File: config.mk
export PLATFORM = sky130hd
export DESIGN_NAME = robo_seguidor
export DESIGN_NICKNAME = d
export VERILOG_FILES = /design/src/rtl/robo_seguidor.sv
export SDC_FILE = /design/constraint.sdc
export NUM_CORES = 1
export LEC_CHECK = 0
export CORE_MARGIN = 5
export CORE_UTILIZATION = 26
export CTS_CLUSTER_DIAMETER = 150
export DETAILED_ROUTE_END_ITERATION = 6
export GPL_ROUTABILITY_DRIVEN = 1
export PLACE_DENSITY = 0.47
export SLEW_MARGIN = 15
export SYNTH_ARGS = -nofsm -noshare
export SYNTH_HDL_FRONTEND = slang
export SYNTH_SLANG_ARGS = --single-unit
export TNS_END_PERCENT = 5
File: constraint.sdc
create_clock -name clock -period 1.5 [get_ports clock]
set_input_delay 0.225 -clock clock [delete_from_list [all_inputs] [get_ports clock]]
set_output_delay 0.225 -clock clock [all_outputs]
set_load 0.02 [all_outputs]
File: src/rtl/robo_seguidor.sv
// robo_seguidor: wall-following controller for the lab robot.
// Debounces the head/left/right contact sensors, follows the left or right
// wall (chosen by `lado`), backs off after a rotation timeout and counts
// forward-driving cycles in a saturating counter.
// `estado` is a debug view of the FSM state register.
module robo_seguidor #(
  parameter int DEB     = 2,
  parameter int ROT_MAX = 8,
  parameter int RECUO   = 3,
  parameter int CW      = 8
) (
  input  logic          clock,
  input  logic          reset,
  input  logic          head,
  input  logic          left,
  input  logic          right,
  input  logic          lado,
  output logic          avancar,
  output logic          girar,
  output logic          sentido,
  output logic          recuar,
  output logic          travado,
  output logic [CW-1:0] passos,
  output logic [2:0]    estado
);

  typedef enum logic [2:0] {
    PROCURANDO   = 3'd0,
    ROTACIONANDO = 3'd1,
    ACOMPANHANDO = 3'd2,
    CONTORNANDO  = 3'd3,
    RECUANDO     = 3'd4
  } state_t;

  localparam int DW = (DEB > 1) ? $clog2(DEB) : 1;
  localparam int RW = $clog2(ROT_MAX);
  localparam int QW = (RECUO > 1) ? $clog2(RECUO) : 1;

  localparam logic [DW-1:0] DEB_LAST = DW'(DEB - 1);
  localparam logic [RW-1:0] ROT_LAST = RW'(ROT_MAX - 1);
  localparam logic [QW-1:0] REC_LAST = QW'(RECUO - 1);
  localparam logic [CW-1:0] PASSOS_MAX = {CW{1'b1}};

  // Sensor order: bit 0 head, bit 1 left, bit 2 right.
  logic [2:0] raw;
  logic [2:0] filt;
  assign raw = {right, left, head};

  genvar g;
  for (g = 0; g < 3; g++) begin : g_filt
    logic          f;
    logic [DW-1:0] c;
    // Debounce: the filtered bit follows raw only after DEB consecutive
    // disagreeing cycles; any agreement restarts the count.
    always_ff @(posedge clock) begin
      if (reset) begin
        f <= 1'b0;
        c <= '0;
      end else if (raw[g] == f) begin
        c <= '0;
      end else if (c == DEB_LAST) begin
        f <= raw[g];
        c <= '0;
      end else begin
        c <= c + 1'b1;
      end
    end
    assign filt[g] = f;
  end

  state_t        state_q, state_d;
  logic          lado_r;
  logic [RW-1:0] rot_cnt;
  logic [QW-1:0] rec_cnt;
  logic          h, p;

  assign h = filt[0];
  assign p = lado_r ? filt[2] : filt[1];

  // Next-state logic; first matching condition wins.
  always_comb begin
    state_d = state_q;
    case (state_q)
      PROCURANDO: begin
        if (h)      state_d = ROTACIONANDO;
        else if (p) state_d = ACOMPANHANDO;
      end
      ROTACIONANDO: begin
        if (!h && p)                state_d = ACOMPANHANDO;
        else if (rot_cnt == ROT_LAST) state_d = RECUANDO;
      end
      ACOMPANHANDO: begin
        if (h)       state_d = ROTACIONANDO;
        else if (!p) state_d = CONTORNANDO;
      end
      CONTORNANDO: state_d = PROCURANDO;
      RECUANDO: begin
        if (rec_cnt == REC_LAST) state_d = ROTACIONANDO;
      end
      default: state_d = PROCURANDO;
    endcase
  end

  // State register, dwell counters (cleared on every entry), side latch,
  // timeout flag and forward-step counter.
  always_ff @(posedge clock) begin
    if (reset) begin
      state_q <= PROCURANDO;
      lado_r  <= 1'b0;
      rot_cnt <= '0;
      rec_cnt <= '0;
      travado <= 1'b0;
      passos  <= '0;
    end else begin
      state_q <= state_d;
      if (state_q == PROCURANDO) lado_r <= lado;
      if (state_q == ROTACIONANDO && state_d == ROTACIONANDO) rot_cnt <= rot_cnt + 1'b1;
      else rot_cnt <= '0;
      if (state_q == RECUANDO && state_d == RECUANDO) rec_cnt <= rec_cnt + 1'b1;
      else rec_cnt <= '0;
      travado <= (state_q == ROTACIONANDO) && (state_d == RECUANDO);
      if (avancar && passos != PASSOS_MAX) passos <= passos + 1'b1;
    end
  end

  // Moore output decode from the state register only.
  always_comb begin
    avancar = 1'b0;
    girar   = 1'b0;
    sentido = 1'b0;
    recuar  = 1'b0;
    case (state_q)
      PROCURANDO, ACOMPANHANDO: avancar = 1'b1;
      ROTACIONANDO: begin
        girar   = 1'b1;
        sentido = lado_r;
      end
      CONTORNANDO: begin
        girar   = 1'b1;
        sentido = ~lado_r;
      end
      RECUANDO: recuar = 1'b1;
      default: ;
    endcase
  end

  assign estado = state_q;

endmodule
# --- After elaboration in Yosys (flattened, before gate mapping) ---
# Cells that the tools add are included.
classes:
  add_sub_neg: 6
  bitwise: 6
  muxes: 13
  eq_ne: 12
  n_reduce_logical: 17
ops:
  columns: ["cell", "n"]
  rows:
  - ["$mux W3", 7]
  - ["$pmux W3 S4", 1]
  - ["$eq A3 B3 Y1 const B", 3]
  - ["$reduce_or A3 Y1", 3]
  - ["$add A8 B1 Y8 const B", 1]
  - ["$ne A8 B8 Y1 const B", 1]
  - ["$reduce_or A2 Y1", 4]
  - ["$eq A3 B1 Y1 const B", 2]
  - ["$eq A3 B2 Y1 const B", 2]
  - ["$not A1 Y1", 6]
  - ["$reduce_and A2 Y1", 3]
  - ["$logic_and A1 B1 Y1", 5]
  - ["$mux W1", 4]
  - ["$add A1 B1 Y1 const B", 3]
  - ["$add A3 B1 Y3 const B", 1]
  - ["$eq A1 B1 Y1", 3]
  - ["$logic_not A3 Y1", 1]
  - ["$add A2 B1 Y2 const B", 1]
  - ["$eq A2 B2 Y1 const B", 1]
  - ["$pmux W1 S2", 1]
  - ["$logic_not A1 Y1", 1]
totals:
  inputBits: 6
  out_inout_bits: 16
  wordCells: 66
  ff_bits: 24

# --- Depth between registers and ports, before layout ---
logic_depth:
  word_depth: 8
  depth_mapped: 6
  mapped_depth_nobuf: 6

# --- Worst setup path before layout ---
# OpenSTA, ideal clock, no wires.
synth_path:
  path_type: "register to register"
  start: "reg passos[0]"
  end: "reg passos[6]"
  setup_ns: 0.134
  t_arrival_ns: 1.447
  path_buffers: 0
  path_slack_ns: -0.081
  period_less_slack_ns: 1.581
  required_ns: 1.366
  path_stages_with_launch: 6
  cell_sequence: "dfxtp_1 > ha_1 > and2_1 > or3b_1 > nor3_1 > a211oi_1"
synth_between:
  elab_chain_cells: 2
  word_cells_on_any_way: 3
  cone_classes: "1 x add/sub; 1 x eq/ne; 1 x reduce/logical"
synth_rtl:
  columns: ["item", "line", "text"]
  rows:
  - ["from (decl)", "23", "output logic [CW-1:0] passos,"]
  - ["from (signal assigned)", "122", "if (avancar && passos != PASSOS_MAX) passos <= passos + 1'b1;"]
  - ["branches (longest 2 deep; another with $add A8 B1 Y8)", null, null]
# Parallel ways; which one is timed is not known.
# A chain may end at the register's enable or synchronous reset.

# --- Worst setup path after layout ---
layout_path:
  start: "reg passos[6]"
  end: "out passos[6]"
# No word-level cell between the ends.

==> out/results.md <==
* status: completed
* first-pass detailed-route iteration total: 4
* buffer type at the clock tree root: clkbuf_8
* Synth top cells by count: 24 x dfxtp_1, 17 x nor2_1, 8 x nor3_1
* overall fraction of global-route tracks in use: 9.005%
* Clk Latency, worst-skew pair: 0.26 ns
* hold_buf cts: 0
* critical-path maximum fanout: 3
* Worst Skew: 0.002044 ns
* crit path capture type: output port
* fraction of final layout cells with drive strength greater than 1: 24.14%
* worst rel slew slack: 75.75%
* routed wire length on met2: 970 um
* Yosys top cell by area: dfxtp_1
* GRT overflow: 0
* leak pwr: 0.0006108 uW
* Clock transition at path regs: 0.08 ns
* Pwr per Cell Area: 1052 nW/um2
* number of nets in the synthesized netlist: 120
* Num Clock Sinks: 24
* Finished Layout Cells: 193
* count of antenna-violating nets left after detailed routing: 0
* final WL: 2.113 mm
* area of the die: 5264 um2
* violation count after the first detailed-routing iteration: 73
* final period utilization: 96.51%
* Crit path buffers/inverters: 1
* share of synthesized registers carrying an async set or reset: 0%
* longest individual stage delay on the worst path: 0.61 ns
* EDFF count, synth: 0
* maximum operating frequency: 690.8 MHz
* highest metal layer used by the detailed router: met4
* total number of nets in the final design: 156
* remaining routing DRC violations: 0
* proportion of synthesized chip area in sequential cells: 47.23%
* Num CTS Buffers: 3
* CTS HTree Levels: 1
* number of synthesized register bits: 24
* area of the core region: 3716 um2
* total vias in the final route: 869
* Inst Count DP: 188
* die span in x: 72.55 um
* placer congestion estimate: 0.7247
* Inserted Diodes: 0
* height of the chip: 72.55 um
* Distinct cells, synth: 27
* Initial Util: 27.37%
* core occupancy in the finished layout: 38.99%
* maximum number of pins on one net before global-route repair: 15
* number of vias per cell after detailed routing: 4.503
* number of top-level pins: 22
* wire length per cell after detailed routing: 10.95 um
* number of global-route vias before repair: 852
* detailed-route wire length on metal 1: 985 um
* Setup violations, final: 0
* synthesized instance count: 110
* Tightest Hold Check Type: flip-flop to flip-flop
* max-cap viol count: 0
* syn avg cell area: 9.248 um2
* Final Power: 1524 uW
* initial antenna violation count: 0
* number of warnings reported in the yosys synthesis log: 0
* sum of met3 wire segment lengths after detailed routing: 134 um
* portion of synthesized cell area occupied by the leading cell type: 47.23%
* required time worst endpoint: 1.27 ns
* largest voltage drop on the vdd net: 0.0007149 V
* count of final hold-check violations: 0
* clock tree from TritonCTS: built
* Bufs on Longest Clock Path: 2
* mapped cell area: 1017 um2
* global-route wire length before repair: 3.726 mm
* kind of cell adding the most delay to the critical path: buffers and inverters
* Worst Setup Path Type: flip-flop to output port
* row count: 22
* Critical Path, Cell by Cell: clkdlybuf4s50_1
* area delta synth->final: 42.44%
* half-perimeter wire length after placement: 1.637 mm
* most common cell in the synthesized netlist: dfxtp_1
* number of max-slew violations in the final report: 0
* clock period minus final worst setup slack: 1.448 ns
* launching element type of the critical path: flip-flop
* Crit path arrival time: 1.22 ns
* Worst-Margin Slew: 0.3622 ns
* top post-synthesis cells by area: dfxtp_1 47%, nor2_1 6.3%, mux2i_1 5.9%
* Slowest-stage cell, CP: clkdlybuf4s50_1
* most used flip-flop cell after synthesis: dfxtp_1
* number of buffers inserted by port buffering: 21
==> logic make-up after synthesis <==
| family | share of synthesized area (%) |
|---|---|
| AND/OR/NAND/NOR | 23.00 |
| adder cells (fa/ha/maj) | 4.920 |
| flip-flops | 47.23 |
| XOR/XNOR | 5.167 |
| AO/OA/AOI/OAI | 9.717 |
| buffers and inverters | 2.952 |
| multiplexers | 7.011 |
==> sequential cells by signal, indices dropped and copies added, names as in the netlist <==
name and count:
estado 3, g_filt.c 3, g_filt.f 3, lado_r 1, passos 8, rec_cnt 2, rot_cnt 3, travado 1
==> path summary, 6_finish.rpt <==
path | slack [ns] | to | cells after the start | start
worst max-delay path | 0.05 | passos[6] | 1 | passos[6]
worst min-delay path | 0.41 | rec_cnt[0] | 1 | rec_cnt[0]
worst max register to register | 0.08 | passos[3] | 4 | estado[2]
worst min register to register | 0.41 | rec_cnt[0] | 1 | rec_cnt[0]
==> metrics by stage <==
| stage | hold WS (ns) | setup slack [ns] | TNS [ns] | instance area, um2 |
|---|---|---|---|---|
| finish | 0.4110 | 0.05231 | 0 | 1449 |
| floorplan | 0.3722 | -0.02731 | -0.08118 | 1022 |
| global route | 0.4625 | -0.0009388 | -0.001825 | 1449 |
| detailed placement | 0.4047 | -0.06350 | -0.1407 | 1371 |
| global placement | 0.4055 | -0.08000 | -0.09662 | 1371 |
| CTS | 0.4175 | 0.003483 | 0 | 1436 |
==> layout by cell type, fill, tap and decap left out, drive strengths merged, types with 2 or more instances in the layout <==
cell           synthesis  final
a211oi                 3      3
a21oi                  3      3
and2                   4      4
buf                    0     18
clkbuf                 3      3
clkdlybuf4s50          0      7
dfxtp                 24     24
dlygate4sd2            0      8
ha                     4      4
inv                    5      5
mux2i                  6      6
nand2                  4      4
nand3                  3      3
nor2                  17     17
nor3                   8      8
nor3b                  2      2
o21a                   2      2
o21ai                  4      4
or2                    2      2
or3                    2      2
xnor2                  3      3
xor2                   3      3
==> power by group <==
part           leakage [uW]  total [uW]  switching, uW  internal (uW)
Combinational      0.000377         253            119            134
Clock             0.0000357         557            201            357
Sequential         0.000198         713           37.7            675
Total              0.000611        1520            358           1170
==> per-layer routing <==
layer	track usage, %	vias up
met2	14.53	17
met1	10.75	401
met3	4.155	4
met5	0	-
met4	2.459	0
li1	-	447
==> area by class of cell <==
cell class,count,area [um2]
multi-input cells,78,529.3
inverters,5,18.77
well taps,48,60.06
clock inverters,1,30.03
repair buffers,34,280.3
flip-flops and latches,24,489.2
fillers,393,2267
clock buffers,3,41.29
==> timing repair <==
item,in CTS,in global routing
resized for setup,22,8
setup endpoints to repair,13,7
buffers inserted,0,1
pin swaps,0,2
Note: power is estimated with default switching activity, not from simulation.
